--- config.mk ---
export PLATFORM = sky130hd
export DESIGN_NAME = multicycle_control
export DESIGN_NICKNAME = d
export VERILOG_FILES = /design/src/rtl/multicycle_control.sv
export SDC_FILE = /design/constraint.sdc
export NUM_CORES = 1
export LEC_CHECK = 0
export ABC_AREA = 1
export CORE_AREA = 2 2 93 95
export DETAILED_ROUTE_END_ITERATION = 6
export DIE_AREA = 0 0 95 97
export PLACE_DENSITY_LB_ADDON = 0.08
export SKIP_LAST_GASP = 1
export SYNTH_ARGS = -nofsm -noshare
export SYNTH_HDL_FRONTEND = slang
export SYNTH_SLANG_ARGS = --single-unit
--- constraint.sdc ---
create_clock -name clk -period 2.6 [get_ports clk]
set_clock_uncertainty 0.2 [all_clocks]
set_input_delay 0.39 -clock clk [delete_from_list [all_inputs] [get_ports clk]]
set_output_delay 0.39 -clock clk [all_outputs]
set_load 0.01 [all_outputs]
--- src/rtl/multicycle_control.sv ---
// Multi-cycle control FSM: latches and decodes each instruction, then sequences
// FETCH/DECODE/EXEC/MEM/MEMWB/WB while driving the datapath control lines.
module multicycle_control #(
  parameter int CW              = 32,
  parameter bit HALT_ON_ILLEGAL = 1'b1
) (
  input  logic          clk,
  input  logic          rst,
  input  logic [31:0]   instruction,
  input  logic          zero,
  input  logic          stall,
  output logic          branch,
  output logic          mem2reg,
  output logic          memwrite,
  output logic          alusrc,
  output logic          regwrite,
  output logic          pcsrc,
  output logic [3:0]    aluctl,
  output logic          pc_write,
  output logic          ir_write,
  output logic [2:0]    state,
  output logic [CW-1:0] instret,
  output logic          halted,
  output logic          illegal
);

  typedef enum logic [2:0] {
    S_FETCH  = 3'd0,
    S_DECODE = 3'd1,
    S_EXEC   = 3'd2,
    S_MEM    = 3'd3,
    S_MEMWB  = 3'd4,
    S_WB     = 3'd5,
    S_HALT   = 3'd7
  } state_t;

  typedef enum logic [3:0] {
    C_ADD, C_SUB, C_AND, C_OR, C_SLT, C_ADDI, C_LW, C_SW, C_BEQ, C_ILL
  } cls_t;

  state_t        state_q, state_d;
  logic [31:0]   ir_q, ir_d;
  logic [CW-1:0] instret_q, instret_d;
  logic          illegal_q, illegal_d;
  cls_t          cls;

  logic br_raw, m2r_raw, mw_raw, src_raw, rw_raw, pcw_raw, irw_raw;
  logic [3:0] alu_raw;

  function automatic cls_t classify(input logic [31:0] ir);
    logic [6:0] op;
    logic [2:0] f3;
    logic [6:0] f7;
    op = ir[6:0];
    f3 = ir[14:12];
    f7 = ir[31:25];
    classify = C_ILL;
    case (op)
      7'b0110011: begin
        if (f7 == 7'b0000000) begin
          case (f3)
            3'b000:  classify = C_ADD;
            3'b111:  classify = C_AND;
            3'b110:  classify = C_OR;
            3'b010:  classify = C_SLT;
            default: classify = C_ILL;
          endcase
        end else if (f7 == 7'b0100000 && f3 == 3'b000) begin
          classify = C_SUB;
        end
      end
      7'b0010011: if (f3 == 3'b000) classify = C_ADDI;
      7'b0000011: if (f3 == 3'b010) classify = C_LW;
      7'b0100011: if (f3 == 3'b010) classify = C_SW;
      7'b1100011: if (f3 == 3'b000) classify = C_BEQ;
      default:    classify = C_ILL;
    endcase
  endfunction

  function automatic logic [3:0] alu_of(input cls_t c);
    case (c)
      C_SUB, C_BEQ: alu_of = 4'b0110;
      C_AND:        alu_of = 4'b0000;
      C_OR:         alu_of = 4'b0001;
      C_SLT:        alu_of = 4'b0111;
      default:      alu_of = 4'b0010;
    endcase
  endfunction

  function automatic logic uses_imm(input cls_t c);
    uses_imm = (c == C_ADDI) || (c == C_LW) || (c == C_SW);
  endfunction

  assign cls = classify(ir_q);

  // Moore decode of state + latched instruction, before stall/reset gating
  always_comb begin
    br_raw  = 1'b0;
    m2r_raw = 1'b0;
    mw_raw  = 1'b0;
    src_raw = 1'b0;
    rw_raw  = 1'b0;
    pcw_raw = 1'b0;
    irw_raw = 1'b0;
    alu_raw = 4'b0000;
    state_d = state_q;
    case (state_q)
      S_FETCH: begin
        irw_raw = 1'b1;
        state_d = S_DECODE;
      end
      S_DECODE: begin
        if (cls == C_ILL) begin
          pcw_raw = !HALT_ON_ILLEGAL;
          state_d = HALT_ON_ILLEGAL ? S_HALT : S_FETCH;
        end else begin
          state_d = S_EXEC;
        end
      end
      S_EXEC: begin
        src_raw = uses_imm(cls);
        alu_raw = alu_of(cls);
        if (cls == C_BEQ) begin
          br_raw  = 1'b1;
          pcw_raw = 1'b1;
          state_d = S_FETCH;
        end else if (cls == C_LW || cls == C_SW) begin
          state_d = S_MEM;
        end else begin
          state_d = S_WB;
        end
      end
      S_MEM: begin
        src_raw = 1'b1;
        alu_raw = 4'b0010;
        if (cls == C_SW) begin
          mw_raw  = 1'b1;
          pcw_raw = 1'b1;
          state_d = S_FETCH;
        end else begin
          state_d = S_MEMWB;
        end
      end
      S_MEMWB: begin
        src_raw = 1'b1;
        alu_raw = 4'b0010;
        m2r_raw = 1'b1;
        rw_raw  = 1'b1;
        pcw_raw = 1'b1;
        state_d = S_FETCH;
      end
      S_WB: begin
        src_raw = uses_imm(cls);
        alu_raw = alu_of(cls);
        rw_raw  = 1'b1;
        pcw_raw = 1'b1;
        state_d = S_FETCH;
      end
      S_HALT:  state_d = S_HALT;
      default: state_d = S_FETCH;
    endcase
  end

  always_comb begin
    ir_d      = (state_q == S_FETCH) ? instruction : ir_q;
    instret_d = pcw_raw ? instret_q + CW'(1) : instret_q;
    illegal_d = illegal_q | ((state_q == S_DECODE) && (cls == C_ILL));
  end

  always_ff @(posedge clk or posedge rst) begin
    if (rst) begin
      state_q   <= S_FETCH;
      ir_q      <= 32'd0;
      instret_q <= '0;
      illegal_q <= 1'b0;
    end else if (!stall) begin
      state_q   <= state_d;
      ir_q      <= ir_d;
      instret_q <= instret_d;
      illegal_q <= illegal_d;
    end
  end

  // Strobes are suppressed while stalled or in reset; mux selects are not
  assign regwrite = rw_raw  & ~stall & ~rst;
  assign memwrite = mw_raw  & ~stall & ~rst;
  assign pc_write = pcw_raw & ~stall & ~rst;
  assign ir_write = irw_raw & ~stall & ~rst;
  assign branch   = br_raw;
  assign mem2reg  = m2r_raw;
  assign alusrc   = src_raw;
  assign aluctl   = alu_raw;
  assign pcsrc    = br_raw & zero;
  assign state    = state_q;
  assign instret  = instret_q;
  assign halted   = (state_q == S_HALT);
  assign illegal  = illegal_q;

endmodule

==> qor.yml, run 1 <==
status: "finished, violations left"
violations: "negative setup slack"
post-route-period-util_pct: 102
dr.pass1.iters: 4
dp_worst_setup_slack_ps: -159
synth_warnings: 0
hold_path_class: "flip-flop to flip-flop"
critPathCaptureType: "output port"
path_class: "flip-flop to output port"
num_rows: 33
die_area_um2: 9220
period_minus_slack_ps: 2660
avgRoutedWirePerCell_um: 14.1
syn_area_um2: 3580
cts_buffers: 5
worstPathArrival_ps: 2070
cp_max_fo: 3
wl_mm: 10.6
cap_viol_max_count: 0
cts.reportedPaths.clkPinSlew_ps: 120
clock_path_buffers: 2
gr-usage-all-layers_pct: 23.7
synth_cell_types: 27
io_pins: 85
place_congestion: 0.893
avgSynthCellArea_um2: 6.80
drive_gt1_share_pct: 23.6
ys_ff_latch: 53
diodes: 0
place_area_um2: 4650
die_x_um: 95
grt_start_max_net_pins: 54
hpwl_mm: 7.65
cts_root_buffer: "clkbuf_8"
drt_iter0_drc: 131
critPathLaunchType: "flip-flop"
final_area_um2: 5100
power.leakage_nw: 2.53
fin_nets: 684
cts_tree: "done"
timing.fmax_mhz: 376
layout.cells.most_common: "nand2_1"
slew_viol_final: 0
max_slew_margin_pct: 52.6
place.port_buffers: 68
irDropWorstVdd_mv: 0.419
synth_seq_area_share_pct: 37.1
vias_per_cell: 5.16
layout_common_cells: "nand2_1 (149), nand3_1 (62), nor2_1 (60), clkdlybuf4s50_1 (60), buf_4 (51)"
powerDensity_nw_per_um2: 677
worst_slew_pin_slew_ps: 710
grt_pass1_wl_mm: 17.8
finalHoldViolCount: 0
core_area_um2: 8130
layout_setup_ws_ps: -58.2
setup_viol: 2
fill_cells: 768
syn_inst: 526
antenna_found_initial: 0
cts.htree.levels: 2
clock_latency_ps: 320
clock_sinks: 53
grt_setup_unrepaired: "yes"
hold_buffers: 0
die_y_um: 97
drtAntennaViolNets: 0
grt_overflow: 0
grt_pass1_vias: 3786
via_count: 3889
drc: 0
syn_to_final_growth_pct: 42.8
required_ps: 2010
reg2reg_slack_ps: 260
syn-num-nets: 563
start_util_pct: 44.0
-- where the power goes --
part | internal [W] | total, W | switching, W
Combinational | 0.000723 | 0.00164 | 0.000920
Clock | 0.000314 | 0.000607 | 0.000294
Sequential | 0.00100 | 0.00121 | 0.000203
-- critical path, cell delays in order (launching register included) --
cell and delay [ps]:
dfrtp_1 440, nor2_4 160, nand2_4 90, buf_4 150, a21oi_4 140, nand3_2 100
nor2_2 120, nand2_2 70, buf_6 120, nand3_2 80, nand3_2 60, nand2_1 60
inv_1 40, buf_2 130
-- final cells by class --
type                       instances  area (µm²)  share of cell area (%)
inverter                          49         195                    3.82
multi-input combinational        412        2220                    43.5
tap                              105         131                    2.57
sequential                        53        1330                    26.1
timing repair buffer             126        1110                    21.7
clock inverter                     2        37.5                   0.735
clock buffer                       6        82.6                    1.62
-- cells by family after synthesis --
| group | count (synthesis) | share of synthesized area, % |
|---|---|---|
| adder cells (fa/ha/maj) | 1 | 0.350 |
| multiplexers | 8 | 2.52 |
| buffers and inverters | 61 | 7.45 |
| AND/OR/NAND/NOR | 352 | 42.2 |
| AO/OA/AOI/OAI | 20 | 2.94 |
| XOR/XNOR | 30 | 7.35 |
| flip-flops | 53 | 37.1 |
| other | 1 | 0.105 |
-- layer usage --
layer / share of wire [%] / global-route usage (%) / vias to the layer above
met4: 1.3 / 4.68 / 0
met1: 46 / 32.4 / 1861
met3: 4.0 / 2.88 / 13
met2: 49 / 40.2 / 84
li1: - / - / 1931
met5: 0 / 0 / -
-- final timing paths --
check / startpoint / endpoint / depth (start not counted)
max: ir_q[3] / aluctl[2] / 13
min: illegal / illegal / 1
max reg2reg: ir_q[14] / instret[5] / 15
min reg2reg: illegal / illegal / 1
max in group asynchronous: rst / ir_q[4] / 3
min in group asynchronous: rst / state[1] / 3
-- cell usage after synthesis, drive strengths merged --
cell type | count | area share (%)
a211oi | 1 | 0.21
nand3b | 1 | 0.21
ha | 1 | 0.35
inv | 47 | 4.9
a21oi | 15 | 2.1
clkbuf | 5 | 0.52
nand3 | 73 | 10
conb | 1 | 0.10
nor2 | 82 | 9.1
nand4 | 10 | 1.7
xor2 | 16 | 3.9
clkinv | 2 | 0.21
buf | 7 | 1.8
nor4 | 7 | 1.2
mux2 | 8 | 2.5
xnor2 | 14 | 3.4
nor3 | 12 | 1.7
nand2 | 167 | 18
o21bai | 1 | 0.21
o21ai | 3 | 0.42
dfrtp | 53 | 37
-- registers in the layout, summed over array words and instances (netlist names) --
register	count
instret	32
state	3
ir_q	17
illegal	1
-- metrics by stage --
stage	std cells	hold slack, ps	power [W]	utilization (%)	TNS, ps
after detailed placement	732	270	0.00260	57.1	-505
after global routing	753	343	0.00371	62.8	-711
final	753	288	0.00346	62.8	-105
after global placement	732	266	0.00257	57.1	-332
after CTS	751	296	0.00333	60.8	-314
after floorplan	526	256	0.00201	-	0
-- what timing repair did --
| action | 4_1_cts | 5_1_grt |
|---|---|---|
| gates resized for setup | 55 | 54 |
| endpoints found under the setup margin | 8 | 10 |
| buffers inserted | 11 | 3 |
| pin swaps | 13 | 25 |
No activity file was read; power rests on OpenSTA's default activity.
==> run 2, diff against run 1 <==
Settings changed: CORE_AREA 2 2 93 95 to 2 2 85 103, DIE_AREA 0 0 95 97 to 0 0 87 105.
==> run 2 against run 1 <==
Against the previous run:
- highest routed layer unchanged
- largest power group unchanged
- the run still ends with negative setup slack left
- sequential share of layout area increased by 0.20 points
- sequential power about the same
- total power decreased by 1.5%
- critical path depth increased by 1
==> qor.yml, run 2 (synthesis gave the netlist of run 1 again) <==
status: "finished, violations left"
violations: "negative setup slack"
grt_pass1_vias: 3648  # -3.6%
drt_iter0_drc: 120  # -8.4%
die_y_um: 105  # +8.2%
clock_sinks: 53  # unchanged
gr-usage-all-layers_pct: 22.9  # -0.77 points
critPathCaptureType: "output port"
worstPathArrival_ps: 2040  # -30 ps
dr.pass1.iters: 4  # unchanged
timing.fmax_mhz: 381  # +1.2%
drive_gt1_share_pct: 23.8  # +0.17 points
r2r_cells: 15  # unchanged
cts.htree.levels: 2  # unchanged
required_ps: 2010  # about the same
crit_path_frequent_cell: "nand2_2"
powerDensity_nw_per_um2: 672  # -0.72%
final_area_um2: 5070  # -0.76%
power.leakage_nw: 2.52  # -0.26%
diodes: 0  # unchanged
via_count: 3853  # -0.93%
cts_buffers: 5  # unchanged
cp_max_fo: 3  # unchanged
hold_slack_ps: 287  # -1.85 ps
die_area_um2: 9140  # -0.87%
hold_buffers: 0  # unchanged
grt_overflow: 0  # unchanged
startpoint: "ir_q[28]"
worst_slew_pin_slew_ps: 719  # +8.33 ps
grt_pass1_wl_mm: 16.9  # -5.3%
vias_per_cell: 5.13  # -0.66%
cts_root_buffer: "clkbuf_8"
max_slew_margin_pct: 52.1  # -0.56 points
avgRoutedWirePerCell_um: 14.0  # -0.59%
r2r-start: "ir_q[1]"
drc: 0  # unchanged
place.port_buffers: 68  # unchanged
layout_setup_ws_ps: -26.6  # +31.6 ps
cts_tree: "done"
multi_input_area_um2: 2150  # -3.1%
hold_path_class: "flip-flop to flip-flop"
syn_to_final_growth_pct: 41.7
layout_common_cells: "nand2_1 (151), nand3_1 (64), buf_4 (62), nor2_1 (60), clkdlybuf4s50_1 (60)"
antenna_found_initial: 0  # unchanged
worst-path-buf-inv: 3  # -1
cap_viol_max_count: 0  # unchanged
num_rows: 36  # +9.1%
place_area_um2: 4720  # +1.5%
fin_cells: 751  # -0.27%
cts.reportedPaths.clkPinSlew_ps: 100  # -20 ps
grt_start_max_net_pins: 54  # unchanged
slew_viol_final: 0  # unchanged
grt_setup_unrepaired: "yes"
fill_cells: 743  # -3.3%
start_util_pct: 44.4  # +0.39 points
core_area_um2: 8060  # -0.88%
hpwl_mm: 7.58  # -1.0%
die_x_um: 87  # -8.4%
hold_end: "illegal"
crit_family: "simple AND/OR/NAND/NOR gates"
post-route-period-util_pct: 101  # -1.2 points
fin_nets: 692  # +1.2%
reg2reg_slack_ps: 270  # about the same
io_pins: 85  # unchanged
critPathLaunchType: "flip-flop"
clock_latency_ps: 310  # about the same
cpMaxStageDelayCell: "dfrtp_1"
reg2reg_to: "instret[15]"
finalHoldViolCount: 0  # unchanged
path_class: "flip-flop to output port"
clock_path_buffers: 2  # unchanged
dpl.cell_count: 733  # +0.14%
dp_worst_setup_slack_ps: -126  # +32.9 ps
holdCritStartpoint: "illegal"
cpPeakStageDelay_ps: 420  # -20 ps
path_cells: "nor2_4 > nand2_1 > nor2_2 > nand2_2 > nand2_2 > nand2_2 > nor2_2 > nand2_2 > buf_6 > nand3_2 > nand3_1 > nand2_1 > inv_1 > buf_2"
irDropWorstVdd_mv: 0.433  # +3.2%
drtAntennaViolNets: 0  # unchanged
place_congestion: 0.956  # +7.1%
period_minus_slack_ps: 2630  # -31.6 ps
largest_reg_flops: 32  # unchanged
wl_mm: 10.5  # -0.86%
hold_depth: 1  # unchanged
setup_viol: 1  # -1
seqCellArea_um2: 1330  # unchanged
layout.cells.most_common: "nand2_1"
==> run 2: layout make-up <==
class,instances,area share (%)
clock buffer,6,1.63
clock inverter,2,0.741
inverter,49,3.75
multi-input combinational,412,42.5
sequential,53,26.3
tap,95,2.35
timing repair buffer,134,22.8
==> run 2: worst max path at each step <==
stage                      to  cells after the start
floorplan            pc_write                     14
global placement     pc_write                     12
detailed placement  aluctl[2]                     12
CTS                 aluctl[2]                     15
global route        aluctl[2]                     15
finish              aluctl[2]                     14
==> run 2: what timing repair did <==
| item | CTS | global route |
|---|---|---|
| setup buffers | 3 | 7 |
| pin swaps | 5 | 30 |
| endpoints found under the setup margin | 8 | 9 |
| gates resized for setup | 47 | 45 |
==> run 2: where the power goes <==
group | internal, W | switching, W
registers | 0.00100 | 0.000210
clock network | 0.000313 | 0.000282
logic | 0.000738 | 0.000858
==> run 2: metal layers <==
metal  wire length, µm  vias up  GRT usage (%)
li1                  -     1943              -
met1              4500     1797           28.4
met2              5390       97           40.8
met3               427       16           2.84
met4               198        0           6.47
met5                 0        -              0
==> run 2: stage by stage <==
stage | util (%) | setup TNS (ps) | power, W
floorplan | - | 0 | 0.00201
global placement | 58.5 | -450 | 0.00261
detailed placement | 58.5 | -467 | 0.00263
CTS | 61.0 | -213 | 0.00331
global route | 62.8 | -597 | 0.00365
finish | 62.8 | -26.6 | 0.00341
==> run 3, diff against run 2 <==
Settings changed: SKIP_CTS_REPAIR_TIMING from default to 1.
==> run 3 against run 2 <==
Against the previous run:
- the run still ends with negative setup slack left
- die area unchanged
- cell count decreased by 1.1%
- critical path depth unchanged
- count of clock-buffer cells in the layout unchanged
- fmax decreased by 1.9%
- clock power about the same
- worst setup slack got worse by 52 ps
- utilization decreased by 1.3 points
- final area decreased by 2.1%
- sequential share of layout area increased by 0.57 points
- routed wire length decreased by 3.7%
- combinational power decreased by 5%
- critical path type unchanged
==> qor.yml, run 3 (synthesis gave the netlist of run 1 again) <==
fin_nets: 684  # -1.2%
path_depth: 14  # unchanged
antenna_found_initial: 0  # unchanged
cp_max_fo: 3  # unchanged
irDropWorstVdd_mv: 0.449  # +3.7%
layout_setup_ws_ps: -78.2  # -51.5 ps
clock_sinks: 53  # unchanged
layout.cells.most_common: "nand2_1"
powerDensity_nw_per_um2: 669  # -0.50%
core_area_um2: 8060  # unchanged
timing.fmax_mhz: 373  # -1.9%
crit_family: "simple AND/OR/NAND/NOR gates"
drc: 0  # unchanged
critPathCaptureType: "output port"
cts_root_buffer: "clkbuf_8"
reg2reg_slack_ps: 320  # +50 ps
cpPeakStageDelay_ps: 400  # -20 ps
r2r_cells: 16  # +1
largest_reg_flops: 32  # unchanged
cts.htree.levels: 2  # unchanged
place.port_buffers: 68  # unchanged
clock_latency_ps: 310  # about the same
grt_overflow: 0  # unchanged
hpwl_mm: 7.58  # unchanged
startpoint: "ir_q[27]"
gr-usage-all-layers_pct: 22.5  # -0.45 points
drtAntennaViolNets: 0  # unchanged
die_y_um: 105  # unchanged
cts_buffers: 5  # unchanged
grt_pass1_wl_mm: 16.5  # -2.1%
cts.reportedPaths.clkPinSlew_ps: 90  # about the same
drt_iter0_drc: 125  # +4.2%
period_minus_slack_ps: 2680  # +51.5 ps
required_ps: 2010  # about the same
grt_setup_unrepaired: "yes"
reg2reg_to: "instret[6]"
worstPathArrival_ps: 2090  # +50 ps
num_rows: 36  # unchanged
dr.pass1.iters: 4  # unchanged
path_cells: "nor2_2 > nand2_2 > nor2_4 > nand2_2 > nand2_2 > nand2_1 > nor2_1 > nand2_1 > buf_4 > nand3_1 > nand3_1 > nand2_1 > inv_1 > dlymetal6s2s_1"
post-route-period-util_pct: 103  # +2.0 points
final_util_pct: 61.5  # -1.3 points
slew_viol_final: 0  # unchanged
critPathLaunchType: "flip-flop"
grt_start_max_net_pins: 54  # unchanged
start_util_pct: 44.4  # unchanged
worst-path-buf-inv: 3  # unchanged
cts_tree: "done"
hold_depth: 1  # unchanged
clock_path_buffers: 2  # unchanged
die_x_um: 87  # unchanged
r2r-start: "ir_q[27]"
cpMaxStageDelayCell: "dfrtp_1"
worst_slew_pin_slew_ps: 704  # -14.9 ps
violations: "negative setup slack"
status: "finished, violations left"
fin_cells: 743  # -1.1%
setup_viol: 1  # unchanged
layout_common_cells: "nand2_1 (154), nand3_1 (68), nor2_1 (64), clkdlybuf4s50_1 (60), buf_4 (56)"
place_congestion: 0.956  # unchanged
hold_slack_ps: 286  # -0.176 ps
dpl.cell_count: 733  # unchanged
io_pins: 85  # unchanged
diodes: 0  # unchanged
max_slew_margin_pct: 53.1  # +1.0 points
vias_per_cell: 5.04  # -1.7%
hold_end: "illegal"
drive_gt1_share_pct: 20.5  # -3.3 points
wl_mm: 10.1  # -3.7%
dp_worst_setup_slack_ps: -126  # unchanged
syn_to_final_growth_pct: 38.7
path_class: "flip-flop to output port"
cap_viol_max_count: 0  # unchanged
die_area_um2: 9140  # unchanged
avgRoutedWirePerCell_um: 13.6  # -2.7%
power.leakage_nw: 2.51  # -0.48%
holdCritStartpoint: "illegal"
via_count: 3746  # -2.8%
total_power_w: 0.00332  # -2.6%
hold_path_class: "flip-flop to flip-flop"
finalHoldViolCount: 0  # unchanged
grt_pass1_vias: 3578  # -1.9%
-- run 3: cell types whose count changed in the layout (fill, tap and decap cells not counted), sizes merged --
cell	change
clkbuf	-1
dlymetal6s2s	+3
inv	-1
buf	-9
dlygate4sd2	-1
clkinv	+1
-- run 3: through the flow --
stage	area (µm²)	TNS [ps]
after detailed placement	4720	-467
after global placement	4720	-450
after CTS	4840	-3030
final	4960	-78.2
after floorplan	3580	0
after global routing	4960	-724
-- run 3: final cells by class --
cell class,instances,area [µm²]
clock buffers,6,82.6
clock inverters,2,37.5
fillers,753,3100
inverters,49,188
multi-input cells,412,2090
flip-flops and latches,53,1330
well taps,95,119
repair buffers,126,1110
-- run 3: worst reg2reg max path, stage by stage (launching register included) --
cell,delay (ps)
dfrtp_1,400
nor2_2,170
nand2_2,100
nor2_4,130
buf_4,120
buf_4,110
nand3_1,100
clkinv_1,80
nor2_2,30
nand2_1,50
inv_1,40
nand3_2,60
nand2_2,70
nand2_4,60
buf_4,330
nand2_1,110
nand2_1,80
-- run 3: worst max-delay path by stage --
stage,end
floorplan,pc_write
global placement,pc_write
detailed placement,aluctl[2]
CTS,aluctl[2]
global route,aluctl[2]
finish,aluctl[2]
-- run 3: report_power, final --
part / leakage (nW) / total (W) / internal (W) / switching [W]
Clock: 0.0574 / 0.000595 / 0.000313 / 0.000282
Sequential: 0.677 / 0.00120 / 0.00100 / 0.000196
Combinational: 1.77 / 0.00152 / 0.000700 / 0.000821
Total: 2.51 / 0.00332 / 0.00202 / 0.00130
-- run 3: routing by layer --
layer / GRT usage (%) / wire (µm) / vias to the layer above
met5: 0 / 0 / -
met4: 6.47 / 229 / 0
met3: 2.76 / 322 / 17
met2: 39.9 / 5130 / 81
met1: 27.9 / 4440 / 1721
li1: - / - / 1927
